`src/rtl/iq_sample_pacer_pkg.sv`:
```
// Shared definitions for the IQ sample pacer: FSM state encoding and divider floor.
package iq_sample_pacer_pkg;

    // A pair fetch needs 4 cycles, so the period must never drop below 5 cycles.
    localparam int unsigned MIN_DIV_DEFAULT = 4;

    typedef enum logic [2:0] {
        S_IDLE  = 3'd0,
        S_RD_I  = 3'd1,
        S_LAT_I = 3'd2,
        S_RD_Q  = 3'd3,
        S_LAT_Q = 3'd4,
        S_HOLD  = 3'd5
    } state_t;

endpackage

```
`src/rtl/iq_sample_pacer_rate_tick_gen.sv`:
```
// Sample-period divider: clamps the programmed divider, reloads each period and
// raises a one-cycle tick when the count reaches zero.
module iq_sample_pacer_rate_tick_gen
    import iq_sample_pacer_pkg::*;
#(
    parameter int unsigned DIV_W   = 16,
    parameter int unsigned MIN_DIV = MIN_DIV_DEFAULT
) (
    input  logic             clk,
    input  logic             rst,
    input  logic             i_start,
    input  logic             i_run,
    input  logic [DIV_W-1:0] i_rate_div,
    output logic             o_tick
);

    localparam logic [DIV_W-1:0] MinDivW = DIV_W'(MIN_DIV);
    localparam logic [DIV_W-1:0] OneW    = DIV_W'(1);

    logic [DIV_W-1:0] r_cnt;
    logic [DIV_W-1:0] w_div_eff;

    assign w_div_eff = (i_rate_div < MinDivW) ? MinDivW : i_rate_div;
    assign o_tick    = i_run && (r_cnt == '0);

    // Counter: the start cycle already counts as the first cycle of the period,
    // so the first tick lands div_eff cycles after start, later ones every div_eff+1.
    always_ff @(posedge clk) begin
        if (rst) begin
            r_cnt <= '0;
        end else if (i_start) begin
            r_cnt <= w_div_eff - OneW;
        end else if (i_run) begin
            r_cnt <= (r_cnt == '0) ? w_div_eff : r_cnt - OneW;
        end
    end

endmodule

```
`src/rtl/iq_sample_pacer.sv`:
```
// Read-side scheduler for the IQ sample FIFO: fetches I/Q byte pairs, stages
// one pair ahead and presents it once per sample period.
// Optional feature: define IQ_UNDERFLOW_CNT_EN to build the saturating underflow tally.
module iq_sample_pacer
    import iq_sample_pacer_pkg::*;
#(
    parameter int unsigned DIV_W   = 16,
    parameter int unsigned MIN_DIV = MIN_DIV_DEFAULT
) (
    input  logic             clk,
    input  logic             rst,
    input  logic             i_enable,
    input  logic [DIV_W-1:0] i_rate_div,
    output logic             o_fifo_rd,
    input  logic [7:0]       i_fifo_data_out,
    input  logic             i_fifo_empty,
    output logic [7:0]       o_i_out,
    output logic [7:0]       o_q_out,
    output logic             o_sample_valid,
    output logic             o_underflow,
    output logic [15:0]      o_underflow_count
);

    state_t     r_state;
    state_t     w_state_next;
    logic       w_tick;
    logic       w_start;
    logic       w_run;
    logic       w_fifo_rd;
    logic       w_cap_i;
    logic       w_cap_q;
    logic       w_pair_ready;
    logic       w_underflow_evt;
    logic [7:0] w_pair_q;

    logic [7:0] r_stage_i;
    logic [7:0] r_stage_q;
    logic       r_staged;
    logic [7:0] r_i_out;
    logic [7:0] r_q_out;
    logic       r_sample_valid;
    logic       r_underflow;

    assign w_start = (r_state == S_IDLE) && i_enable;
    assign w_run   = (r_state != S_IDLE);

    iq_sample_pacer_rate_tick_gen #(
        .DIV_W   (DIV_W),
        .MIN_DIV (MIN_DIV)
    ) u_tick_gen (
        .clk        (clk),
        .rst        (rst),
        .i_start    (w_start),
        .i_run      (w_run),
        .i_rate_div (i_rate_div),
        .o_tick     (w_tick)
    );

    // State register.
    always_ff @(posedge clk) begin
        if (rst) begin
            r_state <= S_IDLE;
        end else begin
            r_state <= w_state_next;
        end
    end

    // Next-state logic; once an I byte is read the pair always completes.
    always_comb begin
        w_state_next = r_state;
        unique case (r_state)
            S_IDLE:  if (i_enable) w_state_next = S_RD_I;
            S_RD_I: begin
                // No byte of this pair consumed yet, so stopping keeps alignment.
                if (!i_enable) w_state_next = S_IDLE;
                else if (!i_fifo_empty) w_state_next = S_LAT_I;
            end
            S_LAT_I: w_state_next = S_RD_Q;
            S_RD_Q:  if (!i_fifo_empty) w_state_next = S_LAT_Q;
            S_LAT_Q: begin
                if (w_tick) w_state_next = i_enable ? S_RD_I : S_IDLE;
                else        w_state_next = S_HOLD;
            end
            S_HOLD: begin
                if (w_tick || !i_enable) w_state_next = i_enable ? S_RD_I : S_IDLE;
            end
            default: w_state_next = S_IDLE;
        endcase
    end

    // FSM outputs: read strobe and staging captures.
    always_comb begin
        w_fifo_rd = 1'b0;
        w_cap_i   = 1'b0;
        w_cap_q   = 1'b0;
        unique case (r_state)
            S_RD_I:  w_fifo_rd = i_enable && !i_fifo_empty;
            S_LAT_I: w_cap_i = 1'b1;
            S_RD_Q:  w_fifo_rd = !i_fifo_empty;
            S_LAT_Q: w_cap_q = 1'b1;
            default: ;
        endcase
    end

    // A tick in S_LAT_Q takes the Q byte straight off the FIFO data bus.
    assign w_pair_ready    = r_staged || w_cap_q;
    assign w_pair_q        = r_staged ? r_stage_q : i_fifo_data_out;
    assign w_underflow_evt = w_tick && !w_pair_ready;

    // Staging registers and sample outputs; outputs only move on a tick.
    always_ff @(posedge clk) begin
        if (rst) begin
            r_stage_i      <= '0;
            r_stage_q      <= '0;
            r_staged       <= 1'b0;
            r_i_out        <= '0;
            r_q_out        <= '0;
            r_sample_valid <= 1'b0;
            r_underflow    <= 1'b0;
        end else begin
            r_sample_valid <= w_tick;
            r_underflow    <= w_underflow_evt;
            if (w_tick) begin
                r_i_out <= w_pair_ready ? r_stage_i : 8'h00;
                r_q_out <= w_pair_ready ? w_pair_q : 8'h00;
            end
            if (w_cap_i) r_stage_i <= i_fifo_data_out;
            if (w_cap_q) r_stage_q <= i_fifo_data_out;
            // A pair left staged when stopping is dropped.
            if (w_state_next == S_IDLE || (w_tick && w_pair_ready)) begin
                r_staged <= 1'b0;
            end else if (w_cap_q) begin
                r_staged <= 1'b1;
            end
        end
    end

`ifdef IQ_UNDERFLOW_CNT_EN
    logic [15:0] r_underflow_count;

    // Saturating tally, updated alongside the underflow pulse.
    always_ff @(posedge clk) begin
        if (rst) begin
            r_underflow_count <= '0;
        end else if (w_underflow_evt && (r_underflow_count != 16'hFFFF)) begin
            r_underflow_count <= r_underflow_count + 16'd1;
        end
    end

    assign o_underflow_count = r_underflow_count;
`else
    assign o_underflow_count = '0;
`endif

    assign o_fifo_rd      = w_fifo_rd;
    assign o_i_out        = r_i_out;
    assign o_q_out        = r_q_out;
    assign o_sample_valid = r_sample_valid;
    assign o_underflow    = r_underflow;

endmodule

```
`config.mk`:
```
export PLATFORM = sky130hd
export DESIGN_NAME = iq_sample_pacer
export DESIGN_NICKNAME = d
export VERILOG_FILES = /design/src/rtl/iq_sample_pacer_pkg.sv /design/src/rtl/iq_sample_pacer_rate_tick_gen.sv /design/src/rtl/iq_sample_pacer.sv
export SDC_FILE = /design/constraint.sdc
export NUM_CORES = 1
export LEC_CHECK = 0
export ABC_AREA = 1
export BUFFER_PORTS_ARGS = -buffer_cell sky130_fd_sc_hd__buf_4
export CORE_ASPECT_RATIO = 1.2
export CORE_MARGIN = 3
export CORE_UTILIZATION = 60
export CTS_CLUSTER_SIZE = 8
export DETAILED_ROUTE_END_ITERATION = 10
export PLACE_DENSITY = 0.9
export SYNTH_ARGS = -nofsm -noshare
export SYNTH_HDL_FRONTEND = slang
export SYNTH_SLANG_ARGS = --single-unit
```
`constraint.sdc`:
```
create_clock -name clk -period 2.8 [get_ports clk]
set_input_delay 0.7 -clock clk [delete_from_list [all_inputs] [get_ports clk]]
set_output_delay 0.7 -clock clk [all_outputs]
set_load 0.01 [all_outputs]
```
==> flow_metrics.py <==
metrics = {
    "synthesis": {
        "synth-simple-area-share": 0.3301,
        "synth_area_leaders": "dfxtp_1 (32%), nand2_1 (12%), o21ai_0 (6.1%)",
        "synth.largest_area_cell": "dfxtp_1",
        "yosysTopAreaCellShare": 0.3234,
        "ys_seq_elements": 54,
        "synth.area.mux_share": 0,
        "syn_inst": 498,
        "synthXorXnorAreaFrac": 0.01834,
        "synth_top_family_by_area": "simple AND/OR/NAND/NOR gates",
        "syn_area_um2": 3343,
        "synth_fa_ha_area_frac": 0.01123,
        "synth-compound-area-share": 0.1957,
        "syn_area_per_cell_um2": 6.713,
        "ys_seq_area_frac": 0.3234,
        "synth_cell_types": 39,
        "yosysWarnings": 0,
    },
    "die": {
        "die_area_um2": 6507,
        "start_util": 0.6268,
        "die_h_um": 87.77,
        "core_area_um2": 5334,
        "dieWidth_um": 74.14,
        "num_rows": 29,
        "pin_count": 63,
    },
    "global_routing": {
        "grt_use_total": 0.2577,
        "grt_pass1_wl_um": 13290,
        "grt_max_degree": 23,
        "grt_pass1_vias": 3141,
        "overflow": 0,
        "antenna_found_initial": 0,
    },
    "setup_path": {
        "crit_path_frequent_cell": "inv_1",
        "end_kind": "output pin",
        "worst-path-stages": 8,
        "r2r_setup_slack_ns": 0.76,
        "regToRegEndpoint": "o_i_out[4]",
        "critPathBufInv": 5,
        "crit_slowest_cell": "nor3_1",
        "critical_path.max_stage_delay_ns": 0.13,
        "crit_fanout": 4,
        "timing.critical_path.to": "o_fifo_rd",
        "crit_type": "primary input to output pin",
        "regToRegStartpoint": "u_tick_gen.r_cnt[0]",
        "rr_worst_depth": 11,
        "crit_required_ns": 2.10,
        "startpoint_type": "primary input",
        "cp-startpoint": "i_enable",
        "cp_cell_sequence": "buf_4, inv_1, nor3_1, inv_1, nor3_1, inv_1, nand2_1, buf_4",
        "cpLargestDelayFamily": "buffers and inverters",
        "arrival_ns": 1.45,
    },
    "sta": {
        "max_freq_ghz": 0.4648,
        "finalSetupViolations": 0,
        "rsz0062_at_grt": "no",
        "period_share": 0.7684,
        "period_needed_ns": 2.152,
        "tightest_slew_ns": 0.5106,
        "tns_ns": 0,
        "timing.hold.ws_ns": 0.4642,
        "max_slew_margin": 0.6593,
        "maxSlewViolCount": 0,
        "finClkSkew_ns": 0.008818,
        "hold_viol": 0,
    },
    "final_layout": {
        "drive_gt1_frac": 0.1993,
        "fin_util": 0.7094,
        "final_cell_mix": "nand2_1 (105), dfxtp_1 (54), nor2_1 (53)",
        "nNetsFinal": 572,
        "n_fill_cell": 474,
        "layout_commonest_cell": "nand2_1",
        "area_growth_pct": 13.17,
        "antenna_cells": 0,
    },
    "clock_tree": {
        "htreeDepth": 2,
        "cts_resized": 0,
        "post_cts_buffers": 0,
        "clk_latency_ns": 0.32,
        "cts_inserted_buffers": 5,
        "clockRootBuffer": "clkbuf_8",
        "cts_tree": "done",
        "cts.sinks": 54,
        "clkTransAtPathRegs_ns": 0.11,
        "ctsHoldBuffers": 0,
        "clock_path_buffers": 2,
    },
    "pwr": {
        "leakagePower_uw": 0.001706,
        "powerDensity_nw_per_um2": 488.0,
        "ir_drop_v": 0.0002942,
    },
    "placed_design": {
        "post-dp-hpwl_um": 6277,
        "io_buffers": 46,
        "place.gp.congestion": 0.9977,
    },
    "detailed_routing": {
        "drcViolationCount": 0,
        "drt_first_iter_violations": 221,
        "firstDrtPassIters": 6,
        "num_vias": 3379,
        "drt-total-wl_um": 8110,
        "wl_per_cell_um": 13.43,
        "via_per_inst": 5.594,
        "drtAntennaViolNets": 0,
    },
    "worst_hold_path": {
        "hold_path_class": "flip-flop to flip-flop",
    },
    "job": {
        "maxCapViolCount": 0,
    },
    "status": {
        "status": "finished, final reports clean",
    },
}
worst min-delay path, cell delays in order (launching register included):
cell and delay (ns):
dfxtp_1 0.32, nand2_1 0.06, o21ai_1 0.05
flip-flops by register name, indices dropped and copies added, names as in the netlist:
signal            cells
o_i_out               8
o_q_out               8
o_sample_valid        1
o_underflow           1
r_stage_i             8
r_stage_q             8
r_staged              1
r_state               3
u_tick_gen.r_cnt     16
worst min-delay path by stage:
stage,from,to,slack (ns),cells past startpoint
2_1_floorplan,r_stage_i[7],r_stage_i[7],0.44,2
3_3_place_gp,o_q_out[1],o_q_out[1],0.45,2
3_5_place_dp,o_q_out[3],o_q_out[3],0.45,2
4_1_cts,o_q_out[3],o_q_out[3],0.47,2
5_1_grt,o_q_out[3],o_q_out[3],0.48,2
6_report,o_q_out[4],o_q_out[4],0.46,2
routing by layer:
metal	share of wire	up-vias	GRT usage	routed length (um)
met4	0.046	0	0.1516	370
li1	-	1678	-	-
met3	0.076	37	0.04133	619
met1	0.39	1496	0.2905	3192
met2	0.48	168	0.4500	3928
met5	0	-	0	0
final cells by class:
cell class	count	area, um^2	share of cell area
Clock buffer	5	68.82	0.01819
Clock inverter	3	47.55	0.01257
Inverter	59	224.0	0.05919
Multi-Input combinational cell	372	1917	0.5066
Sequential cell	54	1081	0.2857
Tap cell	62	77.57	0.02050
Timing Repair Buffer	49	367.9	0.09722
where the power goes:
part / internal [uW] / total [uW] / switching (uW)
clock network: 272 / 547 / 276
logic: 162 / 455 / 293
registers: 804 / 844 / 40.4
total: 1240 / 1850 / 609
cells by family after synthesis:
| group | Yosys count |
|---|---|
| flip-flops | 54 |
| XOR/XNOR | 7 |
| AO/OA/AOI/OAI | 113 |
| buffers and inverters | 87 |
| other | 1 |
| AND/OR/NAND/NOR | 233 |
| adder cells (fa/ha/maj) | 3 |
synth_stat cells, drive strengths merged:
cell	count
o21ai	56
nor3	6
clkbuf	7
o211ai	3
o2111ai	1
nand4	5
inv	57
xnor2	2
buf	21
nor2	67
nor4	1
a21boi	1
dfxtp	54
nand2	120
o221ai	1
nand3b	1
ha	3
conb	1
a211oi	1
nand3	33
a21oi	36
clkinv	2
o31ai	8
a31oi	5
o21a	1
xor2	5
through the flow:
stage / power [uW] / std cells / setup WS (ns) / area, um^2
final: 1846 / 604 / 0.6484 / 3784
after global routing: 1946 / 604 / 0.4474 / 3784
after CTS: 1840 / 604 / 0.6615 / 3784
after detailed placement: 1303 / 596 / 0.3604 / 3667
after global placement: 1294 / 596 / 0.4301 / 3667
after floorplan: 1194 / 513 / 0.6514 / 3400
Note: power is estimated with default switching activity, not from simulation.
